### src/rtl/mod_n_counter_pkg.sv
// Shared constants and types for the modulo-N up/down counter.
package mod_n_counter_pkg;

   localparam int MODULUS_MIN = 2;

   typedef enum logic {
      DIR_DOWN = 1'b0,
      DIR_UP   = 1'b1
   } dir_e;

   // Legal modulus spans 2 .. 2**width inclusive.
   function automatic bit modulus_ok(input int width, input int modulus);
      return (modulus >= MODULUS_MIN) && (modulus <= (1 << width));
   endfunction

endpackage

### src/rtl/mod_n_counter_if.sv
// Control and status bundle of the modulo-N counter; master drives, slave counts.
interface mod_n_counter_if #(
   parameter int WIDTH = 4
);
   logic             step;
   logic             up;
   logic             clear;
   logic             load;
   logic [WIDTH-1:0] load_value;
   logic [WIDTH-1:0] count;
   logic             wrap;
   logic             carry;
   logic             overflow;

   modport master (
      output step, up, clear, load, load_value,
      input  count, wrap, carry, overflow
   );

   modport slave (
      input  step, up, clear, load, load_value,
      output count, wrap, carry, overflow
   );
endinterface

### src/rtl/mod_n_counter_pulse_sync.sv
// Two-flop synchroniser followed by a rising-edge detector giving a one-cycle pulse.
module pulse_sync (
   input  logic clk_i,
   input  logic rst_ni,
   input  logic async_i,
   output logic pulse_o
);
   logic       meta_q, sync_q, prev_q, armed_q;
   logic [1:0] prime_q;

   // The detector only arms once the synchronised input has been seen low after
   // reset, so a level already high at release is never mistaken for a press.
   always_ff @(posedge clk_i or negedge rst_ni) begin
      if (!rst_ni) begin
         meta_q  <= 1'b0;
         sync_q  <= 1'b0;
         prev_q  <= 1'b0;
         prime_q <= 2'b00;
         armed_q <= 1'b0;
      end else begin
         // NOTE: non-blocking for every flop so the chain shifts one stage per edge.
         meta_q  <= async_i;
         sync_q  <= meta_q;
         prev_q  <= sync_q;
         prime_q <= {prime_q[0], 1'b1};
         armed_q <= armed_q | (prime_q[1] & ~sync_q);
      end
   end

   assign pulse_o = armed_q & sync_q & ~prev_q;

endmodule

### src/rtl/mod_n_counter.sv
// Modulo-N up/down counter with clear, clamped load, wrap/saturate and cascade carry.
module mod_n_counter
   import mod_n_counter_pkg::*;
#(
   parameter int WIDTH     = 4,
   parameter int MODULUS   = 10,
   parameter int SATURATE  = 0,
   parameter int SYNC_STEP = 1
) (
   input logic           clk_i,
   input logic           rst_ni,
   mod_n_counter_if.slave bus
);
   if (!modulus_ok(WIDTH, MODULUS)) begin : g_bad_modulus
      $error("mod_n_counter: MODULUS %0d outside 2..2**WIDTH", MODULUS);
   end

   localparam logic [WIDTH:0]   MAX_X = (WIDTH+1)'(MODULUS - 1);
   localparam logic [WIDTH:0]   ONE_X = (WIDTH+1)'(1);
   localparam logic [WIDTH-1:0] MAX_W = WIDTH'(MODULUS - 1);

   logic             advance;
   logic             count_up;
   logic             at_term;
   logic [WIDTH:0]   count_x;
   logic [WIDTH-1:0] count_q, count_d;
   logic             wrap_q, wrap_d;
   logic             ovf_q, ovf_d;

   if (SYNC_STEP != 0) begin : g_sync_step
      pulse_sync u_pulse_sync (
         .clk_i   (clk_i),
         .rst_ni  (rst_ni),
         .async_i (bus.step),
         .pulse_o (advance)
      );
   end else begin : g_level_step
      assign advance = bus.step;
   end

   // Arithmetic is one bit wider so MODULUS = 2**WIDTH compares without truncation.
   assign count_x  = {1'b0, count_q};
   assign count_up = (dir_e'(bus.up) == DIR_UP);
   assign at_term  = count_up ? (count_x == MAX_X) : (count_x == '0);

   always_comb begin
      // NOTE: defaults first, so every path assigns every signal and no latch appears.
      count_d = count_q;
      wrap_d  = 1'b0;
      ovf_d   = ovf_q;
      if (bus.clear) begin
         count_d = '0;
         ovf_d   = 1'b0;
      end else if (bus.load) begin
         count_d = ({1'b0, bus.load_value} > MAX_X) ? MAX_W : bus.load_value;
      end else if (advance) begin
         if (!at_term) begin
            count_d = count_up ? WIDTH'(count_x + ONE_X) : WIDTH'(count_x - ONE_X);
         end else if (SATURATE != 0) begin
            ovf_d = 1'b1;
         end else begin
            count_d = count_up ? '0 : MAX_W;
            wrap_d  = 1'b1;
            ovf_d   = 1'b1;
         end
      end
   end

   always_ff @(posedge clk_i or negedge rst_ni) begin
      if (!rst_ni) begin
         count_q <= '0;
         wrap_q  <= 1'b0;
         ovf_q   <= 1'b0;
      end else begin
         count_q <= count_d;
         wrap_q  <= wrap_d;
         ovf_q   <= ovf_d;
      end
   end

   assign bus.count    = count_q;
   assign bus.wrap     = wrap_q;
   assign bus.overflow = ovf_q;
   assign bus.carry    = advance & at_term;

endmodule

### src/flat_wrapper.sv
// flat-port wrapper written by rule: the top's interface ports become plain ports
module mod_n_counter_flat import mod_n_counter_pkg::*;
#(
   parameter int WIDTH     = 4,
   parameter int MODULUS   = 10,
   parameter int SATURATE  = 0,
   parameter int SYNC_STEP = 1
)
  (clk_i, rst_ni, bus_step, bus_up, bus_clear, bus_load, bus_load_value, bus_count, bus_wrap, bus_carry, bus_overflow);
  mod_n_counter_if #(.WIDTH(WIDTH)) bus_i ();
  input logic clk_i;
  input logic rst_ni;
  input wire logic [$bits(bus_i.step)-1:0] bus_step;
  input wire logic [$bits(bus_i.up)-1:0] bus_up;
  input wire logic [$bits(bus_i.clear)-1:0] bus_clear;
  input wire logic [$bits(bus_i.load)-1:0] bus_load;
  input wire logic [$bits(bus_i.load_value)-1:0] bus_load_value;
  output wire logic [$bits(bus_i.count)-1:0] bus_count;
  output wire logic [$bits(bus_i.wrap)-1:0] bus_wrap;
  output wire logic [$bits(bus_i.carry)-1:0] bus_carry;
  output wire logic [$bits(bus_i.overflow)-1:0] bus_overflow;
  assign bus_i.step = bus_step;
  assign bus_i.up = bus_up;
  assign bus_i.clear = bus_clear;
  assign bus_i.load = bus_load;
  assign bus_i.load_value = bus_load_value;
  assign bus_count = bus_i.count;
  assign bus_wrap = bus_i.wrap;
  assign bus_carry = bus_i.carry;
  assign bus_overflow = bus_i.overflow;
  mod_n_counter #(.WIDTH(WIDTH), .MODULUS(MODULUS), .SATURATE(SATURATE), .SYNC_STEP(SYNC_STEP)) u_core (.clk_i(clk_i), .rst_ni(rst_ni), .bus(bus_i));
endmodule
### config.mk
export PLATFORM = sky130hd
export DESIGN_NAME = mod_n_counter_flat
export DESIGN_NICKNAME = d
export VERILOG_FILES = /design/src/rtl/mod_n_counter_pkg.sv /design/src/rtl/mod_n_counter_if.sv /design/src/rtl/mod_n_counter_pulse_sync.sv /design/src/rtl/mod_n_counter.sv /design/src/flat_wrapper.sv
export SDC_FILE = /design/constraint.sdc
export NUM_CORES = 1
export LEC_CHECK = 0
export CAP_MARGIN = 20
export CELL_PAD_IN_SITES_DETAIL_PLACEMENT = 1
export CELL_PAD_IN_SITES_GLOBAL_PLACEMENT = 1
export CORE_AREA = 2 2 39 41
export CTS_BUF_LIST = sky130_fd_sc_hd__clkbuf_2 sky130_fd_sc_hd__clkbuf_4 sky130_fd_sc_hd__clkbuf_8
export CTS_CLUSTER_SIZE = 16
export DETAILED_ROUTE_END_ITERATION = 12
export DIE_AREA = 0 0 41 43
export DONT_BUFFER_PORTS = 1
export GPL_ROUTABILITY_DRIVEN = 0
export PLACE_DENSITY_LB_ADDON = 0.1
export SKIP_LAST_GASP = 1
export SLEW_MARGIN = 20
export SYNTH_ARGS = -nofsm -noshare
export SYNTH_HDL_FRONTEND = slang
export SYNTH_HIERARCHICAL = 1
export SYNTH_SLANG_ARGS = --single-unit
### constraint.sdc
create_clock -name clk_i -period 3.19 [get_ports clk_i]
set_input_delay 0.319 -clock clk_i [delete_from_list [all_inputs] [get_ports clk_i]]
set_output_delay 0.319 -clock clk_i [all_outputs]
set_load 0.05 [all_outputs]
==> flow_summary.json <==
{
  "end_kind": "output pin",
  "critPathArrivalTime_ns": 2.24,
  "grt_pass1_wl_microns": 1910,
  "hold_buffers": 1,
  "synth_cell_types": 27,
  "overflow": 0,
  "swShare_pct": 28.7,
  "ff_latch_area_sq_um": 300,
  "yosys.area_share.xor_xnor_pct": 5.62,
  "multi_input_area_sq_um": 300,
  "synth_warnings": 6,
  "htree_num_levels": 1,
  "finalSetupTns_ns": 0,
  "synth_compound_area_share_pct": 17.3,
  "num_rows": 14,
  "synth.top_cell.area_share_pct": 48.2,
  "synthMuxAreaShare_pct": 0,
  "drive_above_1_share_pct": 12.9,
  "die_area_sq_mm": 0.00176,
  "grt_usage_pct": 16.9,
  "required_ns": 2.87,
  "ys_top_cells_by_area": "dfrtp_1, a21oi_1, ha_1",
  "detail-route-antenna-nets": 0,
  "pwr-share-seq_pct": 52.1,
  "ff2ff_setup_slack_ns": 1.11,
  "maxSlewViolCount": 0,
  "ys_ff_latch": 12,
  "synth_top_family_by_area": "simple AND/OR/NAND/NOR gates",
  "leakagePower_nw": 0.302,
  "avgSynthCellArea_sq_um": 10.7,
  "p_total_w": 0.000353,
  "finalSetupViolations": 0,
  "start_kind": "register",
  "numCtsBuffers": 3,
  "fmax_mhz": 390,
  "rsz0062_at_grt": "no",
  "via_per_inst": 5.63,
  "outcome": "complete, no violations",
  "grt_max_degree": 13,
  "r2r-start": "u_core/bus.count[1]",
  "maxCapViolCount": 0,
  "antenna_found_initial": 0,
  "yosys.area.top_type": "dfrtp_1",
  "remaining_drc_errors": 0,
  "synth_nets": 71,
  "post_cts_buffers": 0,
  "whs_ns": 0.0659,
  "cts_resized": 0,
  "design_area_sq_um": 686,
  "cts.sinks": 12,
  "clkPwrFrac_pct": 34.0,
  "placed_area_sq_um": 639,
  "reg2reg_to": "u_core/bus.count[3]",
  "cts-root-buf": "clkbuf_4",
  "internal-power_w": 0.000251,
  "synthAdderAreaFrac_pct": 7.23,
  "grt_pass1_vias": 458,
  "vias": 439,
  "tightest_slew_ns": 0.637,
  "fp.coreArea_sq_mm": 0.00138,
  "clkSlewWorstSetupHoldPaths_ns": 0.07,
  "synth_area_sq_um": 623,
  "finalCritPeriodShare_pct": 80.4,
  "synth_seq_area_share_pct": 48.2,
  "die_h_microns": 43,
  "synthToLayoutAreaGrowth_pct": 10.0,
  "relSlewSlack_pct": 57.5,
  "min_period_ns": 2.56,
  "io_pins": 17,
  "synthCells": 58,
  "min_from": "bus_step",
  "detail_route.iter0.violations": 2,
  "setup.worst_path.class": "register to output pin",
  "final.setup_skew_ns": 0.00156,
  "port_buffers": 0,
  "dpl.hpwl_microns": 974,
  "hold_viol_final": 0,
  "antenna_cells": 0,
  "reg2reg_depth": 5,
  "power_frac_comb_pct": 13.9,
  "min_path_cells": 0,
  "final_nets": 76,
  "initial_core_util_pct": 45.0,
  "dr.pass1.iters": 2,
  "fillers": 159,
  "wire_per_inst_microns": 15.4,
  "die_w_microns": 41,
  "cts_tree": "built",
  "ir_drop_v": 0.000319,
  "cellPowerDensity_mw_per_mm2": 514,
  "critPathMaxFanout": 7,
  "min_path_type": "input port to register",
  "cts_max_path_buffers": 2,
  "wl_microns": 1200,
  "clk_latency_ns": 0.28,
  "hold_path_end": "u_core/g_sync_step.u_pulse_sync/meta_q",
  "power_switching_w": 0.000101,
  "yosys.area_share.simple_pct": 17.5
}
power groups by stage:
stage / clock (W) / sequential (W) / combinational [W]
2_1_floorplan: 0 / 0.000185 / 0.0000384
4_1_cts: 0.000124 / 0.000184 / 0.0000498
3_3_place_gp: 0 / 0.000186 / 0.0000436
6_report: 0.000120 / 0.000184 / 0.0000490
3_5_place_dp: 0 / 0.000187 / 0.0000453
5_1_grt: 0.000131 / 0.000185 / 0.0000544
final cells by class:
| type | instances | area share, % |
|---|---|---|
| clock buffer | 4 | 5.29 |
| inverter | 5 | 2.74 |
| multi-input combinational | 40 | 43.8 |
| sequential | 12 | 43.8 |
| tap | 16 | 2.92 |
| timing repair buffer | 1 | 1.46 |
synth_stat cells:
library cell and n:
clkbuf_1 1, a21o_1 2, o21ai_0 1, nor2b_1 2, inv_1 5, nand3b_1 1
xnor2_1 2, a2111oi_2 1, nand2_1 2, or3_4 1, o32a_1 1, a211oi_4 1
nor2_1 6, nor2b_2 1, a311oi_1 1, dfrtp_1 12, fa_1 1, and2_1 1
a21oi_1 5, conb_1 1, nand4_1 1, nand3_1 1, nor3b_1 2, xor2_1 2
nand2b_1 1, o31a_1 1, ha_1 2
cells in the final DEF (no fill, tap or decap), drive strengths merged:
master,netlist,layout
a311oi,1,1
nor3b,2,2
inv,5,5
nand3,1,1
clkbuf,1,4
a2111oi,1,1
nand2b,1,1
nand2,2,2
a21o,2,2
and2,1,1
dlygate4sd3,0,1
ha,2,2
o21ai,1,1
xor2,2,2
dfrtp,12,12
nor2b,3,3
or3,1,1
o32a,1,1
a211oi,1,1
nand4,1,1
nand3b,1,1
o31a,1,1
a21oi,5,5
fa,1,1
xnor2,2,2
nor2,6,6
conb,1,1
cell families after synthesis:
group / Yosys count
AO/OA/AOI/OAI: 13
XOR/XNOR: 4
adder cells (fa/ha/maj): 3
buffers and inverters: 6
flip-flops: 12
other: 1
AND/OR/NAND/NOR: 19
worst max-delay path by stage:
stage | endpoint | slack, ns | cells past startpoint | start
2_1_floorplan | bus_carry | 1.05 | 3 | u_core/bus.count[0]
3_3_place_gp | bus_carry | 0.97 | 3 | u_core/bus.count[0]
3_5_place_dp | bus_carry | 0.92 | 3 | u_core/bus.count[0]
4_1_cts | bus_carry | 0.61 | 3 | u_core/bus.count[0]
5_1_grt | bus_carry | 0.55 | 3 | u_core/bus.count[0]
6_report | bus_carry | 0.63 | 3 | u_core/bus.count[0]
metal layers:
metal | part of all wire, % | vias to the layer above | global-route usage, % | routed length (microns)
li1 | - | 205 | - | -
met1 | 41 | 216 | 19.1 | 499
met2 | 49 | 14 | 25.3 | 595
met3 | 7.1 | 4 | 6.81 | 85
met4 | 1.9 | 0 | 10.0 | 23
met5 | 0 | - | 0 | 0
worst max-delay path, stage by stage (launching register included):
cell      delay [ns]
dfrtp_1         0.63
or3_4           0.50
a211oi_4        0.34
and2_1          0.49
flip-flops by register name (all words and copies together) (netlist names):
| name | flops |
|---|---|
| u_core/bus.count | 4 |
| u_core/bus.overflow | 1 |
| u_core/bus.wrap | 1 |
| u_core/g_sync_step.u_pulse_sync/armed_q | 1 |
| u_core/g_sync_step.u_pulse_sync/meta_q | 1 |
| u_core/g_sync_step.u_pulse_sync/prev_q | 1 |
| u_core/g_sync_step.u_pulse_sync/prime_q | 2 |
| u_core/g_sync_step.u_pulse_sync/sync_q | 1 |
through the flow:
step                      std cells  worst slack, ns  util (%)
after floorplan                  58             1.05         -
after global placement           73            0.967      46.2
after detailed placement         73            0.921      46.2
after CTS                        78            0.612      49.5
after global routing             78            0.551      49.5
final                            78            0.626      49.5
No activity file was read; power rests on OpenSTA's default activity.
